===== config.mk =====
export PLATFORM = sky130hd
export DESIGN_NAME = present80_iter_ctrl
export DESIGN_NICKNAME = d
export VERILOG_FILES = /design/src/rtl/present80_pkg.sv /design/src/rtl/present80_key_update.sv /design/src/rtl/present80_round.sv /design/src/rtl/present80_iter_ctrl.sv
export SDC_FILE = /design/constraint.sdc
export NUM_CORES = 1
export LEC_CHECK = 0
export BUFFER_PORTS_ARGS = -buffer_cell sky130_fd_sc_hd__buf_4
export CAP_MARGIN = 20
export CORE_ASPECT_RATIO = 0.8
export CORE_MARGIN = 2
export CORE_UTILIZATION = 50
export CTS_CLUSTER_DIAMETER = 50
export CTS_CLUSTER_SIZE = 40
export DETAILED_ROUTE_END_ITERATION = 8
export PLACE_DENSITY = 0.82
export SKIP_LAST_GASP = 1
export SLEW_MARGIN = 5
export SYNTH_ARGS = -nofsm -noshare
export SYNTH_HDL_FRONTEND = slang
export SYNTH_SLANG_ARGS = --single-unit

===== constraint.sdc =====
create_clock -name clk -period 3.2 [get_ports clk]
set_clock_uncertainty 0.15 [all_clocks]
set_input_delay 0.32 -clock clk [delete_from_list [all_inputs] [get_ports clk]]
set_output_delay 0.32 -clock clk [all_outputs]
set_load 0.05 [all_outputs]

===== src/rtl/present80_pkg.sv =====
// present80_pkg: shared PRESENT-80 constants, S-box and FSM encodings
package present80_pkg;

    localparam int PRESENT80_ROUNDS = 31;
    localparam logic [63:0] SBOX = 64'hC56B90AD3EF84712;

    typedef enum logic [1:0] {
        IDLE = 2'd0,
        RUN  = 2'd1,
        DONE = 2'd2
    } fsm_t;

    // Input 0 selects the leftmost table digit, so the bit offset is 4*(15-x).
    function automatic logic [3:0] sbox(input logic [3:0] x);
        return SBOX[{~x, 2'b00} +: 4];
    endfunction

endpackage


===== src/rtl/present80_key_update.sv =====
// present80_key_update: PRESENT-80 key schedule step for round counter rc
module present80_key_update
    import present80_pkg::*;
(
    input  logic [79:0] key,
    input  logic [4:0]  rc,
    output logic [79:0] key_next
);

    logic [79:0] kr;

    assign kr = {key[18:0], key[79:19]};
    assign key_next = {sbox(kr[79:76]), kr[75:20], kr[19:15] ^ rc, kr[14:0]};

endmodule


===== src/rtl/present80_round.sv =====
// present80_round: one PRESENT round (key addition, sBoxLayer, pLayer)
module present80_round
    import present80_pkg::*;
(
    input  logic [63:0] state,
    input  logic [63:0] round_key,
    output logic [63:0] round_out
);

    logic [63:0] x;
    logic [63:0] s;

    assign x = state ^ round_key;

    for (genvar j = 0; j < 16; j++) begin : g_s
        assign s[4*j +: 4] = sbox(x[4*j +: 4]);
    end

    // Bit i moves to 16*i mod 63; bit 63 stays in place.
    for (genvar i = 0; i < 64; i++) begin : g_p
        assign round_out[(i == 63) ? 63 : (i * 16) % 63] = s[i];
    end

endmodule


===== src/rtl/present80_iter_ctrl.sv =====
// present80_iter_ctrl: iterative PRESENT-80 encryptor, one round per clock, valid/ready on both sides
module present80_iter_ctrl
    import present80_pkg::*;
#(
    parameter int ROUNDS = PRESENT80_ROUNDS
) (
    input  logic        clk,
    input  logic        rst_n,
    input  logic        in_valid,
    output logic        in_ready,
    input  logic [63:0] in_text,
    input  logic [79:0] in_key,
    output logic        out_valid,
    input  logic        out_ready,
    output logic [63:0] out_text,
    output logic        busy
);

    fsm_t        fsm_q, fsm_d;
    logic [63:0] state_q, state_d, result_q, result_d, round_out;
    logic [79:0] key_q, key_d, kr;
    logic [4:0]  rc_q, rc_d;

    present80_round u_round (
        .state     (state_q),
        .round_key (key_q[79:16]),
        .round_out (round_out)
    );

    present80_key_update u_key (
        .key      (key_q),
        .rc       (rc_q),
        .key_next (kr)
    );

    always_ff @(posedge clk or negedge rst_n) begin
        if (!rst_n) begin
            fsm_q    <= IDLE;
            state_q  <= '0;
            key_q    <= '0;
            rc_q     <= '0;
            result_q <= '0;
        end else begin
            fsm_q    <= fsm_d;
            state_q  <= state_d;
            key_q    <= key_d;
            rc_q     <= rc_d;
            result_q <= result_d;
        end
    end

    always_comb begin
        fsm_d    = fsm_q;
        state_d  = state_q;
        key_d    = key_q;
        rc_d     = rc_q;
        result_d = result_q;
        case (fsm_q)
            IDLE: if (in_valid) begin
                state_d = in_text;
                key_d   = in_key;
                rc_d    = 5'd1;
                fsm_d   = RUN;
            end
            RUN: if (rc_q == 5'(ROUNDS)) begin
                // Last round: apply whitening with the next key; rc_q holds so it never wraps.
                result_d = round_out ^ kr[79:16];
                fsm_d    = DONE;
            end else begin
                state_d = round_out;
                key_d   = kr;
                rc_d    = rc_q + 5'd1;
            end
            DONE: fsm_d = out_ready ? IDLE : DONE;
            default: fsm_d = IDLE;
        endcase
    end

    assign in_ready  = (fsm_q == IDLE);
    assign busy      = (fsm_q == RUN);
    assign out_valid = (fsm_q == DONE);
    assign out_text  = result_q;

endmodule


==> results of run 1 <==
==> registers in the layout (all words and copies together), names as in the netlist <==
register / cells
key_q: 80
out_text: 64
state_q: 64
rc_q: 5
fsm_q: 2
==> area by class of cell <==
type                            count  area [um^2]  share of cell area
Multi-Input combinational cell   1041         7290               0.432
Sequential cell                   215         5380               0.319
Timing Repair Buffer              327         2750               0.163
Clock buffer                       24          579              0.0344
Tap cell                          357          447              0.0265
Inverter                           72          273              0.0162
Clock inverter                     16          133             0.00787
Antenna cell                        1         2.50            0.000148
==> layer usage <==
layer  track usage  up-vias
met5             0        -
met4         0.127        0
li1              -     5314
met2         0.497      708
met3         0.102      124
met1         0.428     5693
==> logic make-up after synthesis <==
family | count (synthesis) | share of synthesized area
and+or+nand+nor | 405 | 0.121
xor gates and xnor gates | 151 | 0.111
AOI/OAI and AO/OA | 329 | 0.149
muxes | 69 | 0.0851
buffers and inverters | 156 | 0.0467
adders and majority gates | 87 | 0.0821
DFF | 215 | 0.406
==> worst reg2reg max path: cells and delay by family (launching register included) <==
| family | cells | cell delay (ns) |
|---|---|---|
| adders and majority gates | 2 | 0.54 |
| buffers and inverters | 2 | 0.75 |
| DFF | 1 | 0.45 |
| and+or+nand+nor | 3 | 0.56 |
| AOI/OAI and AO/OA | 2 | 0.30 |
==> placed cells by master, fill, tap and decap left out, types with 15 or more instances in the layout <==
cell type and n:
nor2_1 111, nor3_1 16, o21ai_0 96, nand2_1 254, a211oi_1 17, clkbuf_16 23, nor2b_1 18, a31oi_1 88
dfrtp_1 215, o32a_1 15, xor2_1 70, inv_1 69, buf_4 229, ha_1 87, mux4_2 31, mux2i_1 34
dlygate4sd3_1 92, o21a_1 16, xnor2_1 63, a21oi_1 70, a21o_1 18
==> per-stage QoR <==
stage                     hold WS (ns)  utilization  cell area, um^2  cells
final                           0.0115        0.644            16900   2053
after floorplan                 -0.126            -            13300   1412
after CTS                      0.00148        0.643            16900   2052
after detailed placement         0.240        0.581            15200   1920
after global placement           0.238        0.581            15200   1920
after global routing           0.00743        0.643            16900   2052
==> how the worst max path moves through the flow <==
stage,from,endpoint,slack [ns]
after detailed placement,rc_q[0],key_q[14],0.47
after CTS,rc_q[0],key_q[25],0.42
after global placement,rc_q[0],key_q[13],0.57
after global routing,rc_q[0],key_q[25],0.26
final,rc_q[0],key_q[25],0.37
after floorplan,rc_q[0],key_q[10],0.86
==> impl_results.md, run 1 <==
* Status: completed
* Worst R2R End: key_q[25]
* Critical path buffer and inverter count at 2
* Starting Density at 0.506
* Routed via count at 11,800
* Post-Syn Area at 13,300 um^2
* Min-Delay Path Depth at 3
* Final Max Slew Viols at 0
* Area fraction of the dominant cell type after synthesis at 0.406
* Post-synth EDFFs at 0
* Largest net degree at the start of global routing at 98
* Reg2reg start: rc_q[0]
* Biggest area consumer among synthesized cells: dfrtp_1
* Top FF cell, synth: dfrtp_1
* Die Y at 150 um
* Root buffer cell: clkbuf_16
* Port Buf Inserts at 214
* WL/cell at 21.7 um
* FF-to-FF path depth at 9
* Core area at 26,200 um^2
* Sequential cell area fraction in the yosys report at 0.406
* Most common cell on crit path: ha_1
* Io pins at 215
* Post-CTS Setup Bufs at 0
* Hold Crit Endpoint: key_q[47]
* Crit path capture type: register
* Fmax at 0.353 GHz
* Yosys cell types at 36
* Final nets at 1,914
* First-pass GRT wire length at 67,300 um
* Synth area leaders: dfrtp_1 (41%), ha_1 (8.2%), nand2_1 (7.2%)
* CTS resizes at 0
* DR DRC count at 0
* Rows at 53
* Final count of hold timing violations at 0
* Wire length after detailed routing at 44,600 um
* GRT Overall Usage at 0.323
* Die Width at 186 um
* FF-to-FF setup slack at 0.37 ns
* First-pass DRT Iterations at 7
* CTS tree: done
* Routed met1 length at 17,500 um
* Met3 Routed Length at 5460 um
* Syn nets at 1,647
* RSZ-0062 raised after global routing: no
* GR Overflow Total at 0
* # hold bufs at CTS at 92
* Reg clk slew, reported paths at 0.07 ns
* Vias in the first global route at 11,700
* Setup TNS Final at 0 ns
* Met2 routed WL at 19,700 um
* Detail-routed via count per cell at 5.77
* Min cycle time layout at 2.83 ns
* Post-route ant nets at 0
* MaxCap Viol Count at 0
* Slew @ Worst Pin at 1.04 ns
* Iteration-0 DRC count of the detailed router at 1,268
* Slew headroom at 0.308
* Die area at 27,900 um^2
* Worst path cell trace: ha_1 > and3_1 > ha_1 > nor2b_1 > o21ai_4 > inv_4 > buf_4 > nor2_1 > a31oi_1
* Highest routed layer: met4
* Hold_sp: in_key[47]
* Final setup vio count at 0
* Synthesized area per cell at 9.39 um^2
* Most frequent cell after synthesis: nand2_1
* Initial antenna violation count at 2
* Clock Sink Count at 215
* Largest stage delay, worst path at 0.45 ns
* Post-layout worst setup margin at 0.371 ns
* Yosys reg bits at 215
* Top delay family on crit path: buffers and inverters
* Place WS at 0.474 ns
* Total stage count of the critical path at 9
* Fin crit share at 0.884
* CP Launch Type: register
* Clock latency on the worst-skew pair at 0.53 ns
* Routability Congestion at 1.00
* Clk buf depth at 3
* Layout cells sized above 1 at 0.195
* Synth cell count leaders: nand2_1 (255), dfrtp_1 (215), nor2_1 (111), o21ai_0 (96), a31oi_1 (88)
* WS Path Type: reg2reg
* Max FO, Critical Path at 45
* H-tree levels at 1
* Post-detail-place hpwl at 32,500 um
* HP Class: in2reg
* Instance count of the mapped netlist at 1,412
* CTS Buf Count at 22
* Max stage delay cell, worst path: dfrtp_1
* Synthesis Warnings at 0
* Layout area overhead at 27.1%
* CP required at 3.47 ns
* Crit path DAT at 3.10 ns
* FFs w/ async S/R, synth at 1.00
* Fillcell total at 2,028
Power of run 1 is not shown: default switching activity piles up to over one toggle a cycle in this logic, so the estimate is an artifact.
==> run 2, diff against run 1 <==
--- a/config.mk
+++ b/config.mk
@@ -9,11 +9,13 @@
 export CAP_MARGIN = 20
 export CORE_ASPECT_RATIO = 0.8
 export CORE_MARGIN = 2
-export CORE_UTILIZATION = 50
+export CORE_UTILIZATION = 47
 export CTS_CLUSTER_DIAMETER = 50
 export CTS_CLUSTER_SIZE = 40
 export DETAILED_ROUTE_END_ITERATION = 8
-export PLACE_DENSITY = 0.82
+export MAX_ROUTING_LAYER = met4
+export PLACE_DENSITY = 0.78
+export SETUP_SLACK_MARGIN = 0.1
 export SKIP_LAST_GASP = 1
 export SLEW_MARGIN = 5
 export SYNTH_ARGS = -nofsm -noshare
==> run 2 against run 1 <==
- clock-buffer cell count is 2 higher
- flip-flop and latch count stayed put
- critical path type is now reg2out
- maximum frequency up 1.4%
- first-iteration DRC count increased by 0.24%
- final area is 0.45% higher
- routed wire length decreased by 1.0%
- core utilization decreased by 2.8 points
- hold slack worse by 0.0073 ns
- die area grew 6.2%
- worst setup slack gained 0.039 ns
- non-clock buffer count increased by 3
- final cell count increased by 0.49%
==> impl_results.md, run 2 (synthesis gave the netlist of run 1 again) <==
* Status: completed
* Fin crit share at 0.872
* Worst path cell trace: buf_4 > nand2_4 > inv_2 > buf_12 > buf_4
* Layout cells sized above 1 at 0.192
* Largest stage delay, worst path at 0.54 ns
* Crit path DAT at 2.32 ns
* FF-to-FF path depth at 9
* GR Overflow Total at 0
* Max stage delay cell, worst path: dfrtp_1
* Total stage count of the critical path at 5
* Final Max Slew Viols at 0
* Final count of hold timing violations at 0
* Worst R2R End: key_q[39]
* DR DRC count at 0
* WS Path Type: reg2out
* HP Class: in2reg
* Wire length after detailed routing at 44,100 um
* MaxCap Viol Count at 0
* Reg2reg start: rc_q[0]
* FF-to-FF setup slack at 0.46 ns
* Final setup vio count at 0
* Port Buf Inserts at 214
* CTS resizes at 0
* First-pass DRT Iterations at 5
* CP required at 2.73 ns
* Vias in the first global route at 11,300
* Clk buf depth at 3
* RSZ-0062 raised after global routing: no
* Crit path capture type: primary output
* H-tree levels at 1
* Io pins at 215
* Post-detail-place hpwl at 32,500 um
* Layout area overhead at 27.6%
* Final non-filler cell area at 16,900 um^2
* Rows at 54
* GRT Overall Usage at 0.307
* Clock latency on the worst-skew pair at 0.53 ns
* CP Launch Type: register
* # hold bufs at CTS at 98
* Critical path buffer and inverter count at 4
* Setup TNS Final at 0 ns
* Die area at 29,600 um^2
* # diodes at 0
* First-pass GRT wire length at 66,400 um
* Detail-routed via count per cell at 5.68
* Initial antenna violation count at 0
* Fmax at 0.358 GHz
* Final nets at 1,918
* Biggest register: key_q
* Iteration-0 DRC count of the detailed router at 1,271
* Starting Density at 0.482
* Die Y at 154 um
* CTS tree: done
* Clock Sink Count at 215
* Reg clk slew, reported paths at 0.07 ns
* Most common cell on crit path: buf_4
* Slew @ Worst Pin at 0.991 ns
* Post-route ant nets at 0
* CTS Buf Count at 23
* Max FO, Critical Path at 96
* Most common cell after layout, fill and taps aside: nand2_1
* Most frequent cells in the layout: nand2_1 (254), buf_4 (224), dfrtp_1 (215), nor2_1 (111), dlygate4sd3_1 (98)
* Die Width at 192 um
* Routed via count at 11,700
* Slew headroom at 0.339
* Crit path launch: fsm_q[0]
* Routability Congestion at 0.976
* Core area at 27,500 um^2
* Placed instance area at 15,200 um^2
* Largest net degree at the start of global routing at 98
* Max reg flops at 80
* Top delay family on crit path: buffers and inverters
* WL/cell at 21.4 um
* Post-CTS Setup Bufs at 0
* Min cycle time layout at 2.79 ns
* Root buffer cell: clkbuf_16
* Critical Path End: busy
-- run 2: cell count changes in the layout (fill, tap and decap cells not counted) --
| cell | delta |
|---|---|
| clkinv_4 | +2 |
| buf_12 | +2 |
| clkinvlp_4 | +1 |
| inv_8 | +2 |
| inv_6 | -2 |
| clkbuf_1 | +2 |
| buf_4 | -5 |
| dlygate4sd3_1 | +6 |
| clkinv_2 | -3 |
| clkinv_8 | -1 |
| diode_2 | -1 |
-- run 2: per-stage QoR --
stage	worst slack, ns	hold slack, ns	utilization	std cells
final	0.410	0.00415	0.616	2063
after global routing	0.227	0.0224	0.616	2063
after CTS	0.463	0.000163	0.616	2063
after detailed placement	0.514	0.189	0.554	1924
after global placement	0.615	0.187	0.554	1924
after floorplan	0.863	-0.126	-	1412
-- run 2: final cells by class --
type | count | area (um^2)
Inverter | 72 | 273
Tap cell | 364 | 455
Timing Repair Buffer | 330 | 2820
Multi-Input combinational cell | 1041 | 7290
Clock inverter | 15 | 131
Fill cell | 2293 | 10600
Clock buffer | 26 | 587
Sequential cell | 215 | 5380
-- run 2: tightest hold or removal path, stage by stage --
cell and delay (ns):
buf_4 0.08, o21a_1 0.11, o32a_1 0.13
-- run 2: worst min-delay path by stage --
stage	from	endpoint	slack (ns)	depth (start not counted)
3_3_place_gp	rst_n	out_text[21]	0.19	1
4_1_cts	in_text[22]	state_q[22]	0.0002	3
5_1_grt	in_text[20]	state_q[20]	0.02	3
6_report	in_text[20]	state_q[20]	0.004	3
3_5_place_dp	rst_n	out_text[22]	0.19	1
2_1_floorplan	rst_n	fsm_q[0]	-0.13	0
-- run 2: per-layer routing --
| layer | vias to the layer above | routed length, um | global-route usage | share of wire |
|---|---|---|---|---|
| met1 | 5732 | 19000 | 0.440 | 0.43 |
| met5 | - | 0 | - | 0 |
| met4 | 0 | 1200 | 0.0861 | 0.027 |
| met3 | 77 | 4010 | 0.0420 | 0.091 |
| met2 | 586 | 20000 | 0.455 | 0.45 |
| li1 | 5322 | - | - | - |
Power of run 2 is left out for the same reason.
==> run 3, diff against run 2 <==
--- a/config.mk
+++ b/config.mk
@@ -5,6 +5,7 @@
 export SDC_FILE = /design/constraint.sdc
 export NUM_CORES = 1
 export LEC_CHECK = 0
+export ABC_AREA = 1
 export BUFFER_PORTS_ARGS = -buffer_cell sky130_fd_sc_hd__buf_4
 export CAP_MARGIN = 20
 export CORE_ASPECT_RATIO = 0.8
==> constraint.sdc (replaced) <==
create_clock -name clk -period 3.2 [get_ports clk]
set_clock_uncertainty 0.15 [all_clocks]
set_input_delay 0.48 -clock clk [delete_from_list [all_inputs] [get_ports clk]]
set_output_delay 0.48 -clock clk [all_outputs]
set_load 0.05 [all_outputs]
==> run 3 against run 2 <==
- die area increased by 12%
- flip-flop and latch count unchanged
- global-route usage increased by 4.2 points
- area after synthesis increased by 12%
- critical endpoint is now state_q[17]
- core utilization decreased by 4.0 points
- highest routed layer unchanged
- synthesized cell count increased by 54%
- register-to-register slack improved by 0.12 ns
- final cell count increased by 36%
- non-clock buffer count decreased by 85
==> impl_results.md, run 3 <==
* Status: completed
* Clk buf depth at 3
* Biggest register: key_q
* CTS tree: done
* Fmax at 0.382 GHz
* Iteration-0 DRC count of the detailed router at 1,641
* Instance count of the mapped netlist at 2,175
* First-pass GRT wire length at 85,600 um
* Wire length after detailed routing at 56,100 um
* Sequential cell area fraction in the yosys report at 0.362
* Die Y at 163 um
* Yosys cell types at 29
* FFs w/ async S/R, synth at 1.00
* MaxCap Viol Count at 0
* # hold bufs at CTS at 2
* Root buffer cell: clkbuf_16
* Final setup vio count at 0
* Rows at 58
* Die Width at 203 um
* Post-detail-place hpwl at 42,200 um
* Routed via count at 15,900
* CTS resizes at 0
* Syn nets at 2,410
* Layout area overhead at 21.3%
* GR Overflow Total at 0
* Final Max Slew Viols at 0
* Fin crit share at 0.817
* Final count of hold timing violations at 0
* WS Path Type: reg2reg
* Vias in the first global route at 14,600
* Detail-routed via count per cell at 5.65
* Setup TNS Final at 0 ns
* Post-synth EDFFs at 0
* Final nets at 2,609
* RSZ-0062 raised after global routing: no
* CTS Buf Count at 31
* Crit path capture type: register
* Synthesized area per cell at 6.83 um^2
* Slew @ Worst Pin at 0.965 ns
* Post-route ant nets at 0
* Clock latency on the worst-skew pair at 0.57 ns
* Area fraction of the dominant cell type after synthesis at 0.362
* Synth cell count leaders: nand2_1 (833), nand3_1 (344), dfrtp_1 (215), inv_1 (175), a21oi_1 (129)
* # diodes at 0
* Fillcell total at 2,968
* Min cycle time layout at 2.62 ns
* Max reg flops at 80
* Starting Density at 0.475
* Initial antenna violation count at 0
* DR DRC count at 0
* WL/cell at 19.9 um
* Most frequent cell after synthesis: nand2_1
* Io pins at 215
* Synthesis Warnings at 0
* Most common cell after layout, fill and taps aside: nand2_1
* Most frequent cells in the layout: nand2_1 (832), nand3_1 (344), buf_4 (234), dfrtp_1 (215), inv_1 (173)
* Synth area leaders: dfrtp_1 (36%), nand2_1 (21%), nand3_1 (12%)
* Layout cells sized above 1 at 0.127
* Clock Sink Count at 215
* HP Class: in2reg
* Top FF cell, synth: dfrtp_1
* GRT Overall Usage at 0.349
* Post-Syn Area at 14,800 um^2
* CP required at 3.53 ns
* Largest net degree at the start of global routing at 81
* Post-CTS Setup Bufs at 0
* Biggest area consumer among synthesized cells: dfrtp_1
* Die area at 33,000 um^2
* Crit path DAT at 2.94 ns
* Slew headroom at 0.357
* Routability Congestion at 0.949
* Port Buf Inserts at 214
* H-tree levels at 1
* First-pass DRT Iterations at 6
* Max FO, Critical Path at 69
* Reg clk slew, reported paths at 0.06 ns
* Core area at 31,300 um^2
* CP Launch Type: register
* Yosys reg bits at 215
[run 3: area by class of cell]
cell class,count,area (um^2),share of cell area
multi-input combinational,1703,8380,0.465
clock inverter,18,258,0.0143
timing repair buffer,245,1950,0.108
tap,420,526,0.0292
clock buffer,36,835,0.0463
inverter,178,678,0.0377
sequential,215,5380,0.299
[run 3: cells by family after synthesis]
| kind of cell | share of synthesized area |
|---|---|
| xor+xnor | 0.0212 |
| fa+ha+maj | 0.0733 |
| flops | 0.362 |
| simple gates | 0.356 |
| compound gates | 0.113 |
| buf+inv | 0.0737 |
[run 3: final timing paths]
check                                   from           end  slack, ns  cells after the start
max in group asynchronous              rst_n     key_q[66]       1.72                      3
worst min-delay path               in_key[3]      key_q[3]       0.02                      3
worst max register to register       rc_q[1]   state_q[17]       0.58                      9
worst max-delay path                 rc_q[1]   state_q[17]       0.58                      9
min in group asynchronous              rst_n     key_q[39]       0.37                      2
worst min register to register  out_text[39]  out_text[39]       0.33                      2
[run 3: critical path: stages, from the launching register on]
cell,delay (ns)
dfrtp_1,0.41
ha_1,0.19
inv_1,0.06
nor3_1,0.13
ha_1,0.24
nor2_4,0.07
nor2_4,0.15
buf_4,0.78
a21oi_1,0.14
a21oi_1,0.20
[run 3: metal layers]
layer | GRT usage | wire [um]
met5 | - | 0
met1 | 0.494 | 25100
met4 | 0.0985 | 1770
met2 | 0.521 | 24400
met3 | 0.0496 | 4860
[run 3: through the flow]
stage / util / std cells / area (um^2) / setup slack, ns / hold WS [ns]
2_1_floorplan: - / 2175 / 14800 / 1.24 / 0.0344
6_report: 0.576 / 2815 / 18000 / 0.585 / 0.0191
5_1_grt: 0.576 / 2815 / 18000 / 0.391 / 0.0253
3_3_place_gp: 0.540 / 2759 / 16900 / 0.696 / 0.316
3_5_place_dp: 0.540 / 2759 / 16900 / 0.663 / 0.317
4_1_cts: 0.576 / 2815 / 18000 / 0.617 / 0.00249
Power of run 3 is left out for the same reason.
